## src/rtl/rh_gpv_responder_pkg.sv

```systemverilog
// rh_gpv_responder_pkg: FSM state type and default sizing constants shared by the GPV echo responder
package rh_gpv_responder_pkg;
   localparam int DEF_WIDTH   = 64;
   localparam int DEF_DEPTH   = 8;
   localparam int DEF_DELAY_W = 8;
   typedef enum logic [1:0] {S_IDLE, S_WAIT, S_DRIVE} state_e;
endpackage

```

## src/rtl/rh_gpv_sync_fifo.sv

```systemverilog
// rh_gpv_sync_fifo: pending-event FIFO (storage, wrapping pointers, full/empty/count)
// Ports: clock/reset (sync, active-high), push_i/data_i write side, pop_i read side,
//        head_o current head entry, full_o/empty_o status, count_o occupancy.
module rh_gpv_sync_fifo
   import rh_gpv_responder_pkg::*;
#(
   parameter int WIDTH = DEF_WIDTH,
   parameter int DEPTH = DEF_DEPTH
) (
   input  logic                         clock,
   input  logic                         reset,
   input  logic                         push_i,
   input  logic                         pop_i,
   input  logic [WIDTH-1:0]             data_i,
   output logic [WIDTH-1:0]             head_o,
   output logic                         full_o,
   output logic                         empty_o,
   output logic [$clog2(DEPTH+1)-1:0]   count_o
);
   localparam int AW = $clog2(DEPTH);
   localparam int CW = $clog2(DEPTH + 1);
   logic [WIDTH-1:0] mem_q [DEPTH];
   logic [AW-1:0]    wr_q, rd_q;
   logic [CW-1:0]    cnt_q;
   logic             wr_en, rd_en;
   assign full_o  = cnt_q == CW'(DEPTH);
   assign empty_o = cnt_q == '0;
   assign count_o = cnt_q;
   assign head_o  = mem_q[rd_q];
   // a simultaneous pop frees the slot the push lands in, so a full FIFO still accepts it
   assign wr_en   = push_i && (!full_o || pop_i);
   assign rd_en   = pop_i && !empty_o;
   always_ff @(posedge clock) begin
      if (wr_en) mem_q[wr_q] <= data_i;
   end
   always_ff @(posedge clock) begin
      if (reset) begin
         wr_q  <= '0;
         rd_q  <= '0;
         cnt_q <= '0;
      end else begin
         if (wr_en) wr_q <= wr_q + AW'(1);
         if (rd_en) rd_q <= rd_q + AW'(1);
         cnt_q <= cnt_q + CW'(wr_en) - CW'(rd_en);
      end
   end
endmodule

```

## src/rtl/rh_gpv_echo_responder.sv

```systemverilog
// rh_gpv_echo_responder: captures changes on vector_out and replays them on vector_in after a programmable delay
// Ports: clock/reset (sync, active-high), enable gates change capture, delay extra wait cycles
//        (sampled when an entry is loaded), vector_out stimulus in, vector_in response out,
//        vector_valid one-cycle update pulse, overflow sticky drop flag, depth_cnt FIFO occupancy.
// Build option: define RHGPV_ECHO_INVERT_EN to replay the bitwise inverse of each captured value.
module rh_gpv_echo_responder
   import rh_gpv_responder_pkg::*;
#(
   parameter int WIDTH   = DEF_WIDTH,
   parameter int DEPTH   = DEF_DEPTH,
   parameter int DELAY_W = DEF_DELAY_W
) (
   input  logic                         clock,
   input  logic                         reset,
   input  logic                         enable,
   input  logic [DELAY_W-1:0]           delay,
   input  logic [WIDTH-1:0]             vector_out,
   output logic [WIDTH-1:0]             vector_in,
   output logic                         vector_valid,
   output logic                         overflow,
   output logic [$clog2(DEPTH+1)-1:0]   depth_cnt
);
   logic [WIDTH-1:0]   prev_q, head, drive_d;
   logic [DELAY_W-1:0] cnt_q;
   state_e             state_q;
   logic               push, pop, full, empty;
   assign push = enable && (vector_out != prev_q);
   assign pop  = state_q == S_DRIVE;
`ifdef RHGPV_ECHO_INVERT_EN
   assign drive_d = ~head;
`else
   assign drive_d = head;
`endif
   rh_gpv_sync_fifo #(.WIDTH(WIDTH), .DEPTH(DEPTH)) u_fifo (
      .clock   (clock),
      .reset   (reset),
      .push_i  (push),
      .pop_i   (pop),
      .data_i  (vector_out),
      .head_o  (head),
      .full_o  (full),
      .empty_o (empty),
      .count_o (depth_cnt)
   );
   always_ff @(posedge clock) begin
      if (reset) begin
         prev_q       <= '0;
         cnt_q        <= '0;
         state_q      <= S_IDLE;
         vector_in    <= '0;
         vector_valid <= 1'b0;
         overflow     <= 1'b0;
      end else begin
         prev_q       <= vector_out;
         vector_valid <= 1'b0;
         if (push && full && !pop) overflow <= 1'b1;
         case (state_q)
            S_IDLE: if (!empty) begin
               cnt_q   <= delay;
               state_q <= (delay == '0) ? S_DRIVE : S_WAIT;
            end
            S_WAIT: begin
               cnt_q <= cnt_q - DELAY_W'(1);
               if (cnt_q == DELAY_W'(1)) state_q <= S_DRIVE;
            end
            S_DRIVE: begin
               vector_in    <= drive_d;
               vector_valid <= 1'b1;
               state_q      <= S_IDLE;
            end
            default: state_q <= S_IDLE;
         endcase
      end
   end
endmodule
```

## config.mk

```make
export PLATFORM = sky130hd
export DESIGN_NAME = rh_gpv_echo_responder
export DESIGN_NICKNAME = d
export VERILOG_FILES = /design/src/rtl/rh_gpv_responder_pkg.sv /design/src/rtl/rh_gpv_sync_fifo.sv /design/src/rtl/rh_gpv_echo_responder.sv
export SDC_FILE = /design/constraint.sdc
export NUM_CORES = 1
export LEC_CHECK = 0
export ABC_CLOCK_PERIOD_IN_PS = 24700
export CORE_MARGIN = 4
export CORE_UTILIZATION = 30
export CTS_CLUSTER_DIAMETER = 60
export DETAILED_ROUTE_END_ITERATION = 16
export SKIP_CTS_REPAIR_TIMING = 1
export SYNTH_ARGS = -nofsm -noshare
export SYNTH_HDL_FRONTEND = slang
export SYNTH_SLANG_ARGS = --single-unit
```

## constraint.sdc

```tcl
create_clock -name clock -period 24.7 [get_ports clock]
set_clock_uncertainty 0.2 [all_clocks]
set_input_delay 7.41 -clock clock [delete_from_list [all_inputs] [get_ports clock]]
set_output_delay 7.41 -clock clock [all_outputs]
set_load 0.01 [all_outputs]
```

# [After elaboration in Yosys (flattened, before gate mapping)]
# Memories as Yosys holds them, arrays and structs flattened. A register that Yosys moved wholly into a read port is not among the register bits.
# Cells that the tools add are included.
# W data, S select, Z words.
[word_totals] mem_bits_rw=512 reg_bits=86 elab_cells=45 inputBits=75 memories=1
[memory_table] name="u_fifo.mem_q" words=8 width=64 rd=1 rd_clocked_by_memory_dff=1 write_ports=1 line="rh_gpv_sync_fifo.sv:22" text="logic [WIDTH-1:0] mem_q [DEPTH];"
[op_classes] n_mux=9 reduce_logical=15 eq_ne=7 add_sub_neg=5
[ops] op="$ne A64 B64 Y1" n=1
[ops] op="$pmux W8 S2" n=1
[ops] op="$eq A8 B1 Y1 const B" n=1
[ops] op="$logic_not A8 Y1" n=1
[ops] op="$mux W8" n=1
[ops] op="$sub A8 B1 Y8 const B" n=1
[ops] op="$add A3 B1 Y3 const B" n=2
[ops] op="$mux W2" n=3
[ops] op="$logic_and A1 B1 Y1" n=5
[ops] op="$add A4 B1 Y4" n=1
[ops] op="$eq A4 B4 Y1 const B" n=1
[ops] op="$logic_not A4 Y1" n=1
[ops] op="$ne A2 B2 Y1 const B" n=2
[ops] op="$pmux W2 S2" n=1
[ops] op="$reduce_and A2 Y1" n=2
[ops] op="$sub A4 B1 Y4" n=1
[ops] op="$logic_not A1 Y1" n=3
[ops] op="$mux W1" n=3
[ops] op="$eq A2 B1 Y1 const B" n=1
[ops] op="$eq A2 B2 Y1 const B" n=1
[ops] op="$logic_not A2 Y1" n=1
[ops] op="$reduce_bool A2 Y1" n=1
[ops] op="$logic_or A1 B1 Y1" n=1

# [Depth between registers and ports, before layout]
# Gate-level depths: netlist (run 1).
[depth] ltp_word=6 ltp_mapped=10 ltp_nobuf=10

# [Modules after synthesis]
# Synthesis (run 1) repeated with hierarchy kept, for this count alone.
[unflattened] hier_cells=1403 area_unflattened_um2=25146.6
[by_module_without_submodules] mod="rh_gpv_sync_fifo" instances=1 cells_per_inst=818 area_per_inst_um2=19907.8
[by_module_without_submodules] mod="rh_gpv_echo_responder" instances=1 cells_per_inst=585 area_per_inst_um2=5238.8

# [Worst setup path before layout (run 1)]
# OpenSTA, ideal clock, no wires.
[synth_path] path_type="in2reg" startpoint="input port vector_out[48]" endpoint="memory u_fifo.mem_q[6][0] (netlist bit) (enable)" path_buffers=0 path_slack_ns=11.641 required_time_ns=23.935 arrival_time_ns=12.294 setup_time_ns=0.565 stages=6 cell_sequence="xnor2_1 > nand4_1 > nor4_2 > nand4_2 > nand3_1 > nor3_1"
[synth_via] elab_chain_cells=5
[synth_rtl] item="from (decl)" line="rh_gpv_echo_responder.sv:17" text="input logic [WIDTH-1:0] vector_out,"
[synth_rtl] item="$ne A64 B64 Y1" line="rh_gpv_echo_responder.sv:27" text="assign push = enable && (vector_out != prev_q);"
[synth_rtl] item="$logic_and A1 B1 Y1" line="rh_gpv_echo_responder.sv:27"
[synth_rtl] item="$logic_and A1 B1 Y1" line="rh_gpv_sync_fifo.sv:31" text="assign wr_en = push_i && (!full_o || pop_i);"
[synth_rtl] item="$mux W1" line="rh_gpv_sync_fifo.sv:34" text="if (wr_en) mem_q[wr_q] <= data_i;"
[synth_rtl] item="$mux W1 (implied by the code)" line="rh_gpv_sync_fifo.sv:34"
[synth_rtl] item="to (decl)" line="rh_gpv_sync_fifo.sv:22"
# No other way between the ends.

# [Final worst setup path (run 1)]
[layout_path] startpoint="input port vector_out[51]" endpoint="memory u_fifo.mem_q[0][2] (netlist bit) (enable)"
# The elaborated chain is that of the path after synthesis.

==> summary.md, run 1 <==
| Metric | Value |
|---|---|
| Run status | `complete, no violations` |
| Share of layout cells above drive strength 1 | `18.0%` |
| Final #Nets | `around 1600` |
| Synth async-reset ratio | `0%` |
| Area Growth Syn to Fin | `20.4%` |
| PwrDens | `93.3 mW/mm²` |
| Maximum vdd ir drop | `~0.050 mV` |
| Critical-path top delay cell | `nor2_4` |
| RSZ-0062 raised after global routing | `no` |
| Final setup vio count | `0` |
| Mapped Area | `0.0248 mm²` |
| Max Slew Vio Count | `0` |
| Vias in the first global route | `12700` |
| Fin crit share | `43.8%` |
| Via Count | `12300` |
| GR Overflow Total | `0` |
| Worst-Skew Late Latency | `0.61 ns` |
| Io pins | `145` |
| Synth top area cells | `edfxtp_1, dfxtp_1, mux4_2, mux2i_1, xnor2_1` |
| Leak pwr | `9.08 nW` |
| Biggest area consumer among synthesized cells | `edfxtp_1` |
| Antenna violations before repair | `2` |
| Seq/Total Area, Yosys | `74.1%` |
| Overall power | `2.79 mW` |
| Synth cell count leaders | `edfxtp_1, dfxtp_1, mux4_2` |
| Register area | `0.0184 mm²` |
| Crit path cell chain | `clkdlybuf4s50_1 > xnor2_1 > nand4_1 > nor4_2 > nand4_2 > nand3b_1 > nor2_4 > buf_4` |
| CTS sink cnt | `approximately 660` |
| Hold Path Class | `register to register` |
| Final Hold Viols | `0` |
| WL/cell | `21.7 µm` |
| Clock Tree Buf Depth | `3` |
| Largest net degree at the start of global routing | `82` |
| # H-tree levels | `3` |
| Cell count after synthesis | `1321` |
| Number of flops mapped to enable cells by yosys | `512` |
| GRT Total Usage | `13.0%` |
| Area of the multi-input gates | `0.00615 mm²` |
| Critical Path End Type | `register` |
| Initial DRT Pass Iterations | `5` |
| Die Width | `slightly below 300 µm` |
| Worst-margin pin slew | `between 1 and 1.5 ns` |
| DR iter-0 viols | `831` |
| TritonCTS clock tree | `built` |
| Synth Register Bits | `662` |
| Routed WL | `roughly 57000 µm` |
| Gpl congestion | `0.743` |
| Number of port buffers | `144` |
| Fmax | `92.4 MHz` |
| ANT nets after route | `0` |
| Number of synthesis warnings | `0` |
| Post-synth net total | `1407` |
| Top cell type's share of synthesized area | `about three fifths` |
| Main flop type after synthesis | `edfxtp_1` |
| CTS root buf | `clkbuf_16` |
| FILL cells | `between 7000 and 8000` |
| Syn_area_per_cell | `18.8 µm²` |
| Count leader, synth | `edfxtp_1` |
| First-pass GRT wire length | `85100 µm` |
| Core Region | `a little over 0.08 mm²` |
| Worst-path maximum fanout | `35` |
| Drt drc | `0` |
| CP arrival | `10.85 ns` |
| CTS clk-pin slew, worst paths | `0.06 ns` |
| Die height | `296 µm` |
| Crit path max-delay family | `simple AND/OR/NAND/NOR gates` |
| Critical setup path kind | `primary input to register` |
| Number of buffers created by CTS | `71` |
| Placed Area | `0.0275 mm²` |
| Critical path buffer and inverter count | `2` |
| DR vias/cell | `between 4 and 5` |
| Netlist cell types | `39` |
| Design area | `0.0299 mm²` |
| Max_slew headroom | `22.3%` |
| WP data required | `approximately 25 ns` |
| Post-placement cell count | `around 2500` |
| Worst Setup Start Kind | `primary input` |
| Die Area | `0.0874 mm²` |
| Row cnt | `between 100 and 150` |
| Setup_tns | `0 ns` |
| Max cap viols | `0` |
| Largest stage delay, worst path | `1.00 ns` |
| DP HPWL | `34300 µm` |
| Initial Utilization | `30.3%` |
| Final Critical Period | `10.82 ns` |
| Finished Layout Cells | `between 2000 and 3000` |
[path summary, 6_finish.rpt]
path	startpoint	end	slack, ns	cells after the start
worst min register to register	cnt_q[5]$_SDFFE_PP0P_	cnt_q[5]$_SDFFE_PP0P_	0.28	2
worst min-delay path	cnt_q[5]$_SDFFE_PP0P_	cnt_q[5]$_SDFFE_PP0P_	0.28	2
worst max register to register	u_fifo.rd_q[0]$_SDFFE_PP0N_	vector_in[14]$_SDFFE_PP0P_	20.97	5
worst max-delay path	vector_out[51]	u_fifo.mem_q[0][2]$_DFFE_PP_	13.88	8
[report_power, final]
group,switching [mW],internal [mW]
combinational,0.215,0.178
sequential,0.0394,1.29
clock,0.439,0.629
total,0.693,2.10
[cells by family after synthesis]
family                   Yosys count  synth area share (%)
flip-flops                       662                  74.1
buffers and inverters             77                  1.42
multiplexers                     196                  14.4
AO/OA/AOI/OAI                     91                  2.61
AND/OR/NAND/NOR                  216                  4.54
XOR/XNOR                          68                  2.40
adder cells (fa/ha/maj)           11                 0.585
[flip-flops by register name, summed over array words and instances (netlist names)]
signal and cells:
cnt_q 8, overflow 1, prev_q 64, state_q 2, u_fifo.count_o 4, u_fifo.mem_q 512
u_fifo.rd_q 3, u_fifo.wr_q 3, vector_in 64, vector_valid 1
[final cells by class]
class / instances / area share (%)
timing repair buffer: 163 / 5.30
clock inverter: 39 / 1.44
sequential: 662 / 61.5
inverter: 10 / 0.126
multi-input combinational: 582 / 20.6
clock buffer: 93 / 6.53
antenna: 2 / 0.0167
tap: 1070 / 4.48
[through the flow]
| stage | setup WS (ns) | hold slack (ns) | utilization (%) |
|---|---|---|---|
| floorplan | 11.64 | 0.230 | - |
| global placement | 13.26 | 0.255 | 33.5 |
| detailed placement | 13.20 | 0.265 | 33.5 |
| CTS | 13.81 | 0.278 | 36.5 |
| global route | 13.68 | 0.301 | 36.5 |
| finish | 13.88 | 0.278 | 36.5 |
[routing by layer]
metal  track usage (%)  part of all wire, %
met5                 0                    0
met4              3.45                  1.6
met3              2.99                  5.5
met2              21.7                   49
met1              17.3                   43
[worst min-delay path, cell delays in order (launching register included)]
cell,delay (ns)
dfxtp_1,0.31
o21ai_0,0.07
a21oi_1,0.06
[placed cells by master (no fill, tap or decap), types with 4 or more instances in the layout]
cell type / instances
xnor2_1: 66
nor2_1: 86
bufinv_16: 6
ha_1: 10
clkinv_1: 6
nand3_1: 5
nor2_4: 6
clkinv_8: 4
nand2_1: 8
dfxtp_1: 147
clkbuf_8: 5
nor4_2: 4
o21ai_0: 5
a211oi_1: 68
clkbuf_16: 73
nand2b_1: 5
edfxtp_1: 512
clkdlybuf4s50_1: 143
clkinv_2: 11
clkinvlp_4: 6
nand4_1: 17
mux2i_1: 66
inv_1: 10
clkbuf_1: 15
nor3_1: 5
buf_4: 19
a21oi_1: 9
mux4_2: 128
nor2b_1: 68
Note: power is estimated with default switching activity, not from simulation.
==> run 2, diff against run 1 <==
- ABC_CLOCK_PERIOD_IN_PS: 24700 -> 9700
- clock period: 24.7 -> 9.7 ns (I/O delays scaled with it)
==> run 2 against run 1 <==
Clock power increased to 2.6 times the previous value; power rose to 2.5 times the previous value; first-iteration DRC count rose by 12%; critical path type unchanged; largest power group unchanged.
==> summary.md, run 2 (same netlist as run 1, synthesis figures left out) <==
| Metric | Value |
|---|---|
| DRT met1 WL | `25200 µm (+2.1%)` |
| Max_slew headroom | `19.2% (-3.1 points)` |
| Final #Nets | `1577 (+0.063%)` |
| Number of port buffers | `144 (unchanged)` |
| Max cap viols | `0 (unchanged)` |
| Worst Setup Start Kind | `primary input` |
| Worst-Skew Late Latency | `0.61 ns (about the same)` |
| Critical path buffer and inverter count | `2 (unchanged)` |
| Row cnt | `105 (unchanged)` |
| Share of layout cells above drive strength 1 | `18.0% (about the same)` |
| Worst-margin pin slew | `1.21 ns (+0.0467 ns)` |
| Met3 wire len | `2910 µm (-7.1%)` |
| Top reg by flops | `u_fifo.mem_q` |
| DP HPWL | `34200 µm (-0.40%)` |
| CP arrival | `6.35 ns (-4.50 ns)` |
| Vias in the first global route | `12700 (-0.36%)` |
| RSZ-0062 raised after global routing | `no` |
| DR iter-0 viols | `931 (+12%)` |
| Commonest cells after routing, fill and taps aside | `edfxtp_1, dfxtp_1, clkdlybuf4s50_1` |
| Crit. Startpoint | `vector_out[7]` |
| Die height | `296 µm (unchanged)` |
| Worst-path maximum fanout | `35 (unchanged)` |
| WL/cell | `21.7 µm (-0.11%)` |
| Fmax | `~160 MHz` |
| Pint | `5.34 mW (+150%)` |
| Max Slew Vio Count | `0 (unchanged)` |
| TritonCTS clock tree | `built` |
| CTS clk-pin slew, worst paths | `0.06 ns (about the same)` |
| Routed WL | `56900 µm (unchanged)` |
| GRT Total Usage | `13.0% (-0.036 points)` |
| Via Count | `12200 (-0.89%)` |
| Critical setup path kind | `primary input to register` |
| CTS root buf | `clkbuf_16` |
| Number of buffers created by CTS | `72 (+1.4%)` |
| Leak pwr | `9.11 nW (+0.27%)` |
| Antenna violations before repair | `5 (+3)` |
| Die Width | `296 µm (unchanged)` |
| Clock network power share | `38.4% (about the same)` |
| Clock Tree Buf Depth | `3 (unchanged)` |
| PwrDens | `238 mW/mm² (+150%)` |
| Critical-path top delay cell | `nor2_4` |
| Drt drc | `0 (unchanged)` |
| Area Growth Syn to Fin | `20.5% (about the same)` |
| Largest stage delay, worst path | `0.97 ns (-0.03 ns)` |
| Setup_tns | `0 ns (unchanged)` |
| Setup ws final | `3.37 ns (-10.51 ns)` |
| WP data required | `9.72 ns (-15.01 ns)` |
| Crit path max-delay family | `simple AND/OR/NAND/NOR gates` |
| Io pins | `145 (unchanged)` |
| # H-tree levels | `3 (unchanged)` |
| Most common cell after layout, fill and taps aside | `edfxtp_1` |
| Crit path cell chain | `clkdlybuf4s50_1 > xnor2_1 > nand4_1 > nor4_2 > nand4_2 > nand3b_1 > nor2_4 > buf_4` |
| Run status | `complete, no violations` |
| Worst Hold Launch | `cnt_q[5]$_SDFFE_PP0P_` |
| GR Overflow Total | `0 (unchanged)` |
| Net Sw Power | `1.77 mW (+150%)` |
| Critical Path End Type | `register` |
| Final Hold Viols | `0 (unchanged)` |
| CTS sink cnt | `662 (unchanged)` |
| Largest registers | `u_fifo.mem_q: 512 flops, prev_q: 64 flops, vector_in: 64 flops` |
| Die Area | `0.0874 mm² (unchanged)` |
| Largest net degree at the start of global routing | `82 (unchanged)` |
| Sequential Power Share | `47.6% (about the same)` |
| Max reg flops | `512 (unchanged)` |
| Maximum vdd ir drop | `0.138 mV (+180%)` |
| Initial DRT Pass Iterations | `5 (unchanged)` |
| Initial Utilization | `30.3% (unchanged)` |
| Comb power frac | `14.0% (about the same)` |
| Gpl congestion | `0.752 (+1.1%)` |
| Met2 wire len | `27700 µm (-1.5%)` |
| DR vias/cell | `4.65 (-1.0%)` |
| Post-placement setup slack | `2.61 ns (-10.59 ns)` |
| Reg2Reg Launch Point | `u_fifo.rd_q[0]$_SDFFE_PP0N_` |
| Hold Path Class | `register to register` |
| Core Region | `0.0820 mm² (unchanged)` |
| Switching Share | `24.9% (about the same)` |
| Fin crit share | `65.3%` |
| Final setup vio count | `0 (unchanged)` |
| Final Critical Period | `6.33 ns` |
| ANT nets after route | `0 (unchanged)` |
| First-pass GRT wire length | `84600 µm (-0.64%)` |
| Top Metal Used | `met5` |
[run 2: cell types whose count changed in the layout (fill, tap and decap cells not counted)]
| cell | change |
|---|---|
| clkbuf_1 | -2 |
| diode_2 | +2 |
| clkbuf_8 | +4 |
| inv_8 | +2 |
| inv_16 | -1 |
| bufinv_16 | -1 |
| clkinvlp_4 | -4 |
| clkinv_1 | +3 |
| clkinv_4 | -2 |
| clkinv_8 | +2 |
[run 2: final cells by class]
class	instances	area, µm²
Inverter	10	37.5
Antenna cell	4	10.0
Clock buffer	95	2000
Tap cell	1070	1340
Multi-Input combinational cell	582	6150
Timing Repair Buffer	163	1590
Fill cell	7585	52100
Clock inverter	38	400
Sequential cell	662	18400
[run 2: routing by layer]
layer	global-route usage, %	vias up
li1	-	5549
met1	17.3	6323
met2	21.5	244
met3	2.88	71
met4	3.83	4
met5	0	-
[run 2: per-stage QoR]
stage               area, µm²  utilization [%]  hold slack, ns  instances  power, mW
global route            29900             36.5           0.319       2620       7.43
detailed placement      27500             33.5           0.269       2487       4.46
finish                  29900             36.5           0.282       2624       7.11
floorplan               24800                -           0.230       1321       4.04
global placement        27500             33.5           0.257       2487       4.44
CTS                     29900             36.5           0.281       2620       7.21
[run 2: power by group through the flow]
stage | clock, mW | combinational, mW | sequential [mW]
4_1_cts | 2.80 | 1.02 | 3.39
6_report | 2.73 | 0.995 | 3.38
5_1_grt | 2.93 | 1.10 | 3.41
3_3_place_gp | 0 | 1.00 | 3.44
3_5_place_dp | 0 | 1.02 | 3.44
2_1_floorplan | 0 | 0.588 | 3.45
[run 2: final timing paths]
kind	cells after the start	slack [ns]	end
setup / recovery	8	3.37	u_fifo.mem_q[3][19]$_DFFE_PP_
hold / removal	2	0.28	cnt_q[5]$_SDFFE_PP0P_
setup reg to reg	5	6.05	vector_in[14]$_SDFFE_PP0P_
hold reg to reg	2	0.28	cnt_q[5]$_SDFFE_PP0P_
[run 2: worst register-to-register path: stages, from the launching register on]
cell and delay, ns:
dfxtp_4 0.71, buf_4 0.65, buf_4 0.76, mux4_2 0.60
mux2i_1 0.41, a211oi_1 0.15
==> run 3, diff against run 2 <==
- ABC_CLOCK_PERIOD_IN_PS: 9700 -> 6600
- clock period: 9.7 -> 6.6 ns (I/O delays scaled with it)
==> run 3 against run 2 <==
Sequential power increased by 47%; largest power group unchanged; critical path depth unchanged; die area unchanged; largest cell class unchanged; cell area increased by 0.79%; register-to-register slack got worse by 3.1 ns; clock power increased by 52%.
==> summary.md, run 3 (same netlist as run 1, synthesis figures left out) <==
| Metric | Value |
|---|---|
| Top reg by flops | `u_fifo.mem_q` |
| Worst-path maximum fanout | `42 (+20%)` |
| FILL cells | `7546 (-0.51%)` |
| Die height | `296 µm (unchanged)` |
| RSZ-0062 raised after global routing | `no` |
| Placed Area | `0.0276 mm² (+0.43%)` |
| Post-placement setup slack | `0.553 ns (-2.06 ns)` |
| Fin crit share | `81.2%` |
| WP data required | `6.66 ns (-3.06 ns)` |
| DR iter-0 viols | `938 (+0.75%)` |
| Worst Setup Start Kind | `primary input` |
| Io pins | `145 (unchanged)` |
| Run status | `complete, no violations` |
| Worst-Skew Late Latency | `0.61 ns (about the same)` |
| Share of layout cells above drive strength 1 | `18.5% (+0.52 points)` |
| Setup ws final | `1.24 ns (-2.13 ns)` |
| First-pass GRT wire length | `85300 µm (+0.90%)` |
| Gpl congestion | `0.757 (+0.71%)` |
| Final #Nets | `1593 (+1.0%)` |
| Clock Tree Buf Depth | `3 (unchanged)` |
| Reg2Reg Launch Point | `prev_q[51]$_SDFF_PP0_` |
| Die Area | `0.0874 mm² (unchanged)` |
| Commonest cells after routing, fill and taps aside | `edfxtp_1, dfxtp_1, clkdlybuf4s50_1` |
| Core Region | `0.0820 mm² (unchanged)` |
| DR vias/cell | `4.67 (+0.41%)` |
| Final setup vio count | `0 (unchanged)` |
| CP arrival | `5.42 ns (-0.93 ns)` |
| Hold Path Class | `register to register` |
| # H-tree levels | `3 (unchanged)` |
| Number of buffers created by CTS | `79 (+9.7%)` |
| FF-to-FF End | `u_fifo.mem_q[5][8]$_DFFE_PP_` |
| CTS sink cnt | `662 (unchanged)` |
| Worst Hold Launch | `cnt_q[4]$_SDFFE_PP0P_` |
| Initial Utilization | `30.3% (unchanged)` |
| Area Growth Syn to Fin | `21.5%` |
| Row cnt | `105 (unchanged)` |
| Drt drc | `0 (unchanged)` |
| Leak pwr | `9.20 nW (+1.0%)` |
| Max_slew headroom | `24.6% (+5.5 points)` |
| Fmax | `about 190 MHz` |
| FF-to-FF path depth | `7 (+2)` |
| Number of port buffers | `144 (unchanged)` |
| Setup_tns | `0 ns (unchanged)` |
| Max Slew Vio Count | `0 (unchanged)` |
| ANT nets after route | `0 (unchanged)` |
| Maximum vdd ir drop | `0.201 mV (+45%)` |
| PwrDens | `351 mW/mm² (+48%)` |
| Hold endpoint | `cnt_q[4]$_SDFFE_PP0P_` |
| Via Count | `12300 (+1.3%)` |
| Max cap viols | `0 (unchanged)` |
| CTS root buf | `clkbuf_16` |
| Antenna violations before repair | `11 (+6)` |
| Final Critical Period | `5.36 ns` |
| Hold Path Stages | `1 (-1)` |
| GR Overflow Total | `0 (unchanged)` |
| GRT Total Usage | `13.1% (+0.13 points)` |
| Die Width | `296 µm (unchanged)` |
| Final Hold Viols | `0 (unchanged)` |
| Critical setup path kind | `primary input to register` |
| Design area | `0.0301 mm² (+0.79%)` |
| Largest net degree at the start of global routing | `119 (+45%)` |
| Overall power | `10.6 mW (+49%)` |
| TritonCTS clock tree | `built` |
| Critical Path End Type | `register` |
| CTS clk-pin slew, worst paths | `0.06 ns (about the same)` |
| Most common cell after layout, fill and taps aside | `edfxtp_1` |
| Worst R2R Setup Slack | `2.97 ns (-3.08 ns)` |
| Max reg flops | `512 (unchanged)` |
| Worst-margin pin slew | `1.13 ns (-0.0789 ns)` |
| WL/cell | `21.8 µm (+0.64%)` |
| Initial DRT Pass Iterations | `5 (unchanged)` |
| Routed WL | `57700 µm (+1.5%)` |
| Vias in the first global route | `12700 (+0.39%)` |
| Largest registers | `u_fifo.mem_q: 512 flops, prev_q: 64 flops, vector_in: 64 flops` |
| DP HPWL | `34300 µm (+0.37%)` |
[run 3: cell types whose count changed in the layout (fill, tap and decap cells not counted), moves of 2 or more]
cell and change:
clkbuf_16 +9, clkinv_8 -2, bufinv_16 -3, inv_8 +3, nor3_2 -2, buf_12 +3
buf_4 +6, nor3_4 +2, clkbuf_1 +8, clkbuf_8 -5, clkinvlp_4 +4, clkinv_2 -3
[run 3: area by class of cell]
type	count	area (µm²)	share of cell area (%)
sequential	662	18400	61.0
multi-input combinational	582	6160	20.4
clock buffer	107	2190	7.25
timing repair buffer	172	1690	5.61
tap	1070	1340	4.44
clock inverter	38	330	1.10
inverter	10	37.5	0.125
antenna	5	12.5	0.0415
[run 3: routing by layer]
metal  routed length, µm  vias up  part of all wire (%)  track usage [%]
li1                    -     5603                     -                -
met1               25300     6360                    44             17.4
met2               28200      280                    49             21.7
met3                2840       93                   4.9             3.19
met4                1260        8                   2.2             3.65
met5                  46        -                 0.080                0
[run 3: worst max-delay path, stage by stage]
cell and delay [ns]:
clkdlybuf4s50_1 0.58, xnor2_1 0.78, nand4_1 0.27, nor4_2 0.41, nand4_2 0.25, nand3_1 0.42
nor2_4 0.27, buf_4 0.41
[run 3: report_power, final]
part | switching (mW) | internal [mW] | leakage (nW)
logic | 0.797 | 0.674 | 2.11
registers | 0.155 | 4.83 | 5.88
clock network | 1.71 | 2.43 | 1.21
total | 2.66 | 7.93 | 9.20
[run 3: how the worst max path moves through the flow]
stage / depth (start not counted) / from / endpoint / slack [ns]
after floorplan: 6 / vector_out[48] / u_fifo.mem_q[4][0]$_DFFE_PP_ / 0.68
after global placement: 8 / vector_out[51] / u_fifo.mem_q[5][30]$_DFFE_PP_ / 0.59
after detailed placement: 8 / vector_out[51] / u_fifo.mem_q[5][23]$_DFFE_PP_ / 0.55
after CTS: 8 / vector_out[51] / u_fifo.mem_q[5][12]$_DFFE_PP_ / 1.19
after global routing: 8 / vector_out[51] / u_fifo.mem_q[4][10]$_DFFE_PP_ / 1.11
final: 8 / vector_out[51] / u_fifo.mem_q[5][8]$_DFFE_PP_ / 1.24
[run 3: per-stage QoR]
step	cells	hold WS, ns	utilization, %
6_report	2646	0.268	36.8
5_1_grt	2642	0.291	36.8
4_1_cts	2641	0.269	36.8
3_5_place_dp	2496	0.259	33.7
3_3_place_gp	2496	0.246	33.7
2_1_floorplan	1321	0.230	-
